### src/rtl/pipeline_control_fsm.sv
// Pipeline sequencer: merges hazard stalls, memory-busy, branch redirects and HLT into
// per-stage enables and bubble/flush controls, runs the halt FSM and keeps perf counters.
module pipeline_control_fsm #(
   parameter int CNT_W = 16
) (
   input  logic             clk,
   input  logic             rst_n,
   input  logic             br_stall,
   input  logic             lu_stall,
   input  logic             ID_branch_taken,
   input  logic             ID_hlt,
   input  logic             WB_hlt,
   input  logic             imem_busy,
   input  logic             dmem_busy,
   output logic             PC_en,
   output logic             IF_ID_en,
   output logic             ID_EX_en,
   output logic             EX_MEM_en,
   output logic             MEM_WB_en,
   output logic             IF_ID_flush,
   output logic             ID_EX_flush,
   output logic             halted,
   output logic [CNT_W-1:0] stall_cycles,
   output logic [CNT_W-1:0] flush_count,
   output logic [1:0]       state_dbg
);

   typedef enum logic [1:0] {
      RUN    = 2'd0,
      DRAIN  = 2'd1,
      HALTED = 2'd2
   } state_t;

   state_t state, state_nxt;
   logic   branch_flush;
   logic   stall_event;

   assign state_dbg = state;

   always_ff @(posedge clk or negedge rst_n) begin
      if (!rst_n) begin
         state <= RUN;
      end else begin
         state <= state_nxt;
      end
   end

   // Rows are evaluated highest priority first; the first match wins.
   always_comb begin
      state_nxt    = state;
      PC_en        = 1'b0;
      IF_ID_en     = 1'b0;
      ID_EX_en     = 1'b0;
      EX_MEM_en    = 1'b0;
      MEM_WB_en    = 1'b0;
      IF_ID_flush  = 1'b0;
      ID_EX_flush  = 1'b0;
      halted       = 1'b0;
      branch_flush = 1'b0;
      if (!rst_n) begin
         state_nxt = RUN;
      end else if (state == HALTED) begin
         halted = 1'b1;
      end else if (dmem_busy) begin
         state_nxt = state;
      end else if (state == RUN && (br_stall || lu_stall)) begin
         ID_EX_en    = 1'b1;
         EX_MEM_en   = 1'b1;
         MEM_WB_en   = 1'b1;
         ID_EX_flush = 1'b1;
      end else if (state == RUN && ID_branch_taken) begin
         PC_en        = 1'b1;
         IF_ID_en     = 1'b1;
         ID_EX_en     = 1'b1;
         EX_MEM_en    = 1'b1;
         MEM_WB_en    = 1'b1;
         IF_ID_flush  = 1'b1;
         branch_flush = 1'b1;
      end else if (state == RUN && (ID_hlt || imem_busy)) begin
         // HLT and an instruction-memory miss share the same controls; only HLT drains.
         IF_ID_en    = 1'b1;
         ID_EX_en    = 1'b1;
         EX_MEM_en   = 1'b1;
         MEM_WB_en   = 1'b1;
         IF_ID_flush = 1'b1;
         if (ID_hlt) state_nxt = DRAIN;
      end else if (state == DRAIN) begin
         IF_ID_en    = 1'b1;
         ID_EX_en    = 1'b1;
         EX_MEM_en   = 1'b1;
         MEM_WB_en   = 1'b1;
         IF_ID_flush = 1'b1;
         if (WB_hlt) state_nxt = HALTED;
      end else begin
         PC_en     = 1'b1;
         IF_ID_en  = 1'b1;
         ID_EX_en  = 1'b1;
         EX_MEM_en = 1'b1;
         MEM_WB_en = 1'b1;
      end
   end

   assign stall_event = (state == RUN) && !PC_en;

   // Counters saturate at all-ones rather than wrapping.
   always_ff @(posedge clk or negedge rst_n) begin
      if (!rst_n) begin
         stall_cycles <= '0;
         flush_count  <= '0;
      end else begin
         if (stall_event && (stall_cycles != {CNT_W{1'b1}}))
            stall_cycles <= stall_cycles + 1'b1;
         if (branch_flush && (flush_count != {CNT_W{1'b1}}))
            flush_count <= flush_count + 1'b1;
      end
   end

endmodule
### config.mk
export PLATFORM = sky130hd
export DESIGN_NAME = pipeline_control_fsm
export DESIGN_NICKNAME = d
export VERILOG_FILES = /design/src/rtl/pipeline_control_fsm.sv
export SDC_FILE = /design/constraint.sdc
export NUM_CORES = 1
export LEC_CHECK = 0
export ABC_AREA = 1
export BUFFER_PORTS_ARGS = -buffer_cell sky130_fd_sc_hd__buf_4
export CAP_MARGIN = 20
export CORE_ASPECT_RATIO = 1.75
export CORE_MARGIN = 1.5
export CORE_UTILIZATION = 54
export DETAILED_ROUTE_END_ITERATION = 6
export PLACE_DENSITY = 0.8
export SETUP_SLACK_MARGIN = 0.2
export SKIP_LAST_GASP = 1
export SYNTH_ARGS = -nofsm -noshare
export SYNTH_HDL_FRONTEND = slang
export SYNTH_SLANG_ARGS = --single-unit
### constraint.sdc
create_clock -name clk -period 1.9 [get_ports clk]
set_input_delay 0.38 -clock clk [delete_from_list [all_inputs] [get_ports clk]]
set_output_delay 0.38 -clock clk [all_outputs]
set_load 0.03 [all_outputs]
Yosys cells after proc, flatten, opt, wreduce, memory -nomap -nowiden

Cells that the tools add are included.

Word-level logic and storage cells: 68
Bits of input ports: 9
Register bits after elaboration: 34
Output and inout port bits: 42

Reductions and logical operators: 11
Multiplexer cells: 41
Add/subtract/negate cells: 2
Equal/unequal tests: 11

Operators by type and width:

| kind                  | number |
|---|---|
| $add 16x1->16 const B | 2 |
| $mux 1                | 32 |
| $ne 16x16->1 const B  | 2 |
| $mux 2                | 9 |
| $ne 2x2->1 const B    | 4 |
| $reduce_and 7->1      | 1 |
| $logic_and 1x1->1     | 6 |
| $ne 3x1->1 const B    | 2 |
| $ne 3x3->1 const B    | 1 |
| $eq 2x1->1 const B    | 1 |
| $eq 2x2->1 const B    | 1 |
| $logic_not 2->1       | 1 |
| $logic_or 1x1->1      | 2 |
| $logic_not 1->1       | 1 |

Logic depth before layout (Yosys ltp)

Word-level depth: 11
Depth in mapped cells: 10
Depth with buffers taken out: 9

Worst setup path after synthesis

Ideal clock, no wire load.

Path kind: register to output
Start: reg state[1], in the netlist state_dbg[1]
End: out IF_ID_flush
Required time: 1520 ps
Buffers on the path: 1
Slack: -246 ps
Data arrival time: 1766 ps
Cell stages (with the launch flop): 5
Path through: dfrtp_1 > nor2_1 > buf_6 > nand2_2 > a311oi_1

Cells in the longest elaborated chain, start to end: 8

RTL lines:

| what                                                 | line   | RTL |
|---|---|---|
| start, declared                                      | 34     | `state_t state, state_nxt;` |
| start signal, assigned                               | 44     | `state <= state_nxt;` |
| $eq 2x1->1 / $logic_not 2->1 (equally long branches) | --     |  |
| $mux 1 / $logic_and 1x1->1 (equally long branches)   | 87, 79 |  |
| $mux 1                                               | 79     | `end else if (state == RUN && (ID_hlt \|\| imem_busy)) begin` |
| $mux 1                                               | 71     | `end else if (state == RUN && ID_branch_taken) begin` |
| $mux 1                                               | 66     | `end else if (state == RUN && (br_stall \|\| lu_stall)) begin` |
| $mux 1                                               | 64     | `end else if (dmem_busy) begin` |
| $mux 1 (*)                                           | 62     | `end else if (state == HALTED) begin` |
| $mux 1 (*)                                           | 60     | `if (!rst_n) begin` |
| end, declared                                        | 20     | `output logic IF_ID_flush,` |

Mark *: on every way between the ends. The rest lies on a longest branch, timed or not.

Worst setup path in the final report

Same ends and word-level chain as after synthesis.

==> flow_summary.rst <==
.. list-table::
   :header-rows: 1

   * - Metric
     - Value
   * - Cell area after placement
     - 2760 sq um
   * - Worst min path class
     - input port to asynchronous set/reset pin
   * - Avg Inst Size Synth
     - 6.87 sq um
   * - Final count of negative-setup-slack endpoints
     - 0
   * - Category of the critical setup timing path
     - flop to output pin
   * - CP Data Required Time
     - 1.52 ns
   * - Number of sinks on the clock net
     - 34
   * - Total congestion overflow after global routing
     - 0
   * - Signed area change from the synthesized netlist to the final layout
     - 33.3%
   * - Status
     - finished clean
   * - Number of placement rows
     - 31
   * - Top cells by area in the synthesized netlist
     - sky130_fd_sc_hd__dfrtp_1 (37%), sky130_fd_sc_hd__nand2_1 (25%), sky130_fd_sc_hd__xnor2_1 (6.1%), sky130_fd_sc_hd__nor2_1 (5.7%), sky130_fd_sc_hd__inv_1 (4.1%)
   * - Number of search-and-repair iterations in the first detailed-routing pass
     - 5
   * - Highest-delay cell along the critical path
     - sky130_fd_sc_hd__dfrtp_2
   * - Hold violation total from the final report
     - 0
   * - Wirelength per Cell
     - 13.9 um
   * - Synthesized area
     - 2300 sq um
   * - Avg Vias per Cell
     - 5.35
   * - Cell-by-cell trace of the critical path
     - nor2_4 > nand2_4 > a311oi_4 > buf_6
   * - Synth Warn #
     - 0
   * - Element type at the critical path end
     - output pin
   * - Global-route wire length before repair
     - 9.68 mm
   * - Flop and latch count out of synthesis
     - 34
   * - Aggregate routed wire length
     - 6.35 mm
   * - Via count of the first global-routing pass
     - 2327
   * - CTS Root Cell
     - sky130_fd_sc_hd__clkbuf_8
   * - Static Leak
     - 0.00157 uW
   * - Setup repair after global routing missed its margin
     - yes
   * - Area leader, netlist
     - sky130_fd_sc_hd__dfrtp_1
   * - Number of different library cells in the post-synthesis netlist
     - 25
   * - Post-synthesis sequential area ratio
     - 0.370
   * - Net Count, Synth
     - 346
   * - Largest net degree at the start of global routing
     - 25
   * - Clock latency of the later-clocked register in the worst-skew pair
     - 0.29 ns
   * - Share of final-layout standard cells stronger than drive strength 1
     - 0.274
   * - Data arrival at the endpoint of the critical path
     - 1.45 ns
   * - Number of instances in the synthesized netlist
     - 335
   * - Non-filler instance count after layout
     - 458
   * - Number of placed I/O pins
     - 51
   * - Crit start category
     - flop
   * - Clock transition at the registers of the reported paths
     - 0.07 ns
   * - Period minus WS final
     - 1.83 ns
   * - Final-layout worst hold slack
     - 0.0872 ns
   * - Post-Route Setup TNS
     - 0 ns
   * - Number of H-tree levels
     - 2
   * - Crit-path max FO
     - 4
   * - Post-placement cell count
     - 434
   * - DRC marker count from the first detailed-route iteration
     - 65
   * - Worst relative slew slack
     - 0.779
   * - Routability congestion estimate
     - 0.891
   * - Power per standard cell area
     - 1000 nW/um^2
   * - Fraction of post-synthesis cell area in the top cell type by area
     - 0.370
   * - Count of buffers from port buffering
     - 50
   * - Initial Util
     - 0.560
   * - Deepest clock path buffer count
     - 2
   * - Clock buffers created by TritonCTS
     - 5
   * - Total inserted antenna cells
     - 0
   * - Achievable frequency
     - 0.548 GHz
   * - Area of all placed cells without fillers
     - 3070 sq um
   * - Die Width
     - 52.4 um
   * - Initial antenna violation count
     - 0
   * - Peak supply drop
     - 958 uV
   * - Remaining design rule violation count
     - 0
   * - Final nets
     - 419
   * - Max-slew violations
     - 0
   * - Core ar.
     - 4110 sq um
   * - Power consumption
     - 3080 uW
   * - Final period util
     - 0.961
   * - Total global-route track usage
     - 0.275
   * - Via Count
     - 2450
   * - Half-perimeter wire length after placement
     - 4.11 mm
   * - Setup clock skew after layout
     - 0.00560 ns
   * - Max Cap Viol
     - 0
   * - CP max stage delay
     - 0.45 ns
   * - Die footprint
     - 4680 sq um
   * - # fillers
     - 332
   * - Transition at the pin with the smallest max-transition slack
     - 0.329 ns
   * - TritonCTS clock tree
     - yes
   * - Die span in y
     - 89.4 um
   * - Antenna Nets Post-Route
     - 0
[state kept, by name, summed over array words and instances, names as in the netlist]
| name | flops |
|---|---|
| flush_count | 16 |
| stall_cycles | 16 |
| state_dbg | 2 |
[final timing paths]
path / startpoint / end / slack [ns] / depth (start not counted)
min reg2reg: stall_cycles[1] / stall_cycles[1] / 0.55 / 2
max in group asynchronous: rst_n / state_dbg[1] / 1.07 / 2
max reg2reg: state_dbg[0] / stall_cycles[5] / 0.24 / 11
max: state_dbg[1] / IF_ID_flush / 0.07 / 4
min in group clk: stall_cycles[1] / stall_cycles[1] / 0.55 / 2
min: rst_n / flush_count[4] / 0.09 / 2
[kinds of logic after synthesis]
family / after synthesis / share of synthesized area
xor+xnor: 20 / 0.0761
buf+inv: 35 / 0.0766
flops: 34 / 0.370
compound gates: 10 / 0.0283
fa+ha+maj: 2 / 0.0109
simple gates: 234 / 0.439
[stage by stage]
| stage | utilization | setup WS [ns] |
|---|---|---|
| floorplan | - | 0.204 |
| global placement | 0.670 | 0.237 |
| detailed placement | 0.670 | 0.225 |
| CTS | 0.723 | 0.0910 |
| global route | 0.746 | 0.000965 |
| finish | 0.746 | 0.0744 |
[critical path: cells and delay by family (launching register included)]
family,cells,cell delay (ns)
and+or+nand+nor,2,0.28
DFF,1,0.45
AOI/OAI and AO/OA,1,0.26
buffers and inverters,1,0.17
[cells in the final DEF (no fill, tap or decap)]
cell type                       Yosys  final
sky130_fd_sc_hd__buf_6              5      6
sky130_fd_sc_hd__a311oi_4           0      1
sky130_fd_sc_hd__nand4_1           10     10
sky130_fd_sc_hd__nand2_4            1      4
sky130_fd_sc_hd__nor2_4             0      4
sky130_fd_sc_hd__nor3_1             2      2
sky130_fd_sc_hd__xor2_1             4      4
sky130_fd_sc_hd__inv_4              0      1
sky130_fd_sc_hd__nand3_2            3      7
sky130_fd_sc_hd__xnor2_1           16     16
sky130_fd_sc_hd__clkinvlp_4         0      1
sky130_fd_sc_hd__nand4_4            0      1
sky130_fd_sc_hd__clkinv_1           1      1
sky130_fd_sc_hd__nor2_1            35     33
sky130_fd_sc_hd__o21ai_4            1      1
sky130_fd_sc_hd__nand3_4            1      2
sky130_fd_sc_hd__clkbuf_8           0      6
sky130_fd_sc_hd__nand2_2            2      2
sky130_fd_sc_hd__nand2_1          151    149
sky130_fd_sc_hd__clkinv_2           0      1
sky130_fd_sc_hd__inv_2              2      2
sky130_fd_sc_hd__ha_2               0      1
sky130_fd_sc_hd__dfrtp_1           34     32
sky130_fd_sc_hd__ha_1               2      1
sky130_fd_sc_hd__a21oi_1            1      1
sky130_fd_sc_hd__o21ai_0            7      7
sky130_fd_sc_hd__nand3b_1           2      2
sky130_fd_sc_hd__dlygate4sd3_1      0      1
sky130_fd_sc_hd__dfrtp_2            0      2
sky130_fd_sc_hd__clkbuf_1           0      1
sky130_fd_sc_hd__nor2_2             8      6
sky130_fd_sc_hd__inv_1             25     23
sky130_fd_sc_hd__buf_4              2     64
sky130_fd_sc_hd__nand3_1           18     14
[cell usage after synthesis]
master and count:
sky130_fd_sc_hd__a21oi_1 1, sky130_fd_sc_hd__a311oi_1 1, sky130_fd_sc_hd__buf_4 2, sky130_fd_sc_hd__buf_6 5
sky130_fd_sc_hd__clkinv_1 1, sky130_fd_sc_hd__dfrtp_1 34, sky130_fd_sc_hd__ha_1 2, sky130_fd_sc_hd__inv_1 25
sky130_fd_sc_hd__inv_2 2, sky130_fd_sc_hd__nand2_1 151, sky130_fd_sc_hd__nand2_2 2, sky130_fd_sc_hd__nand2_4 1
sky130_fd_sc_hd__nand3_1 18, sky130_fd_sc_hd__nand3_2 3, sky130_fd_sc_hd__nand3_4 1, sky130_fd_sc_hd__nand3b_1 2
sky130_fd_sc_hd__nand4_1 10, sky130_fd_sc_hd__nand4_2 1, sky130_fd_sc_hd__nor2_1 35, sky130_fd_sc_hd__nor2_2 8
sky130_fd_sc_hd__nor3_1 2, sky130_fd_sc_hd__o21ai_0 7, sky130_fd_sc_hd__o21ai_4 1, sky130_fd_sc_hd__xnor2_1 16
sky130_fd_sc_hd__xor2_1 4
[repair_timing]
action,4_1_cts,5_1_grt
hold endpoints to repair,5,0
pin swaps,5,5
setup endpoints to repair,4,40
buffers inserted,10,3
hold buffers,1,0
cloned,0,2
resized for setup,9,14
[area by class of cell]
cell class,instances,area (sq um),share of cell area
inverter,28,111,0.0363
multi-input combinational,268,1390,0.454
clock buffer,7,86.3,0.0281
clock inverter,1,5.00,0.00163
tap,49,61.3,0.0200
timing repair buffer,71,558,0.182
sequential,34,853,0.278
[metal layers]
layer  vias to the layer above  share of wire  GRT usage  routed length [um]
met5                         -              0          0                   0
met4                         0          0.040      0.152                 253
met3                        25          0.041     0.0418                 261
met2                        78           0.55      0.517                3510
met1                      1155           0.37      0.276                2320
li1                       1192              -          -                   -
[report_power, final]
group	leakage, uW	switching, uW	internal [uW]
registers	0.000460	144	827
clock network	0.0000482	269	292
logic	0.00106	924	626
Note: power is estimated with default switching activity, not from simulation.
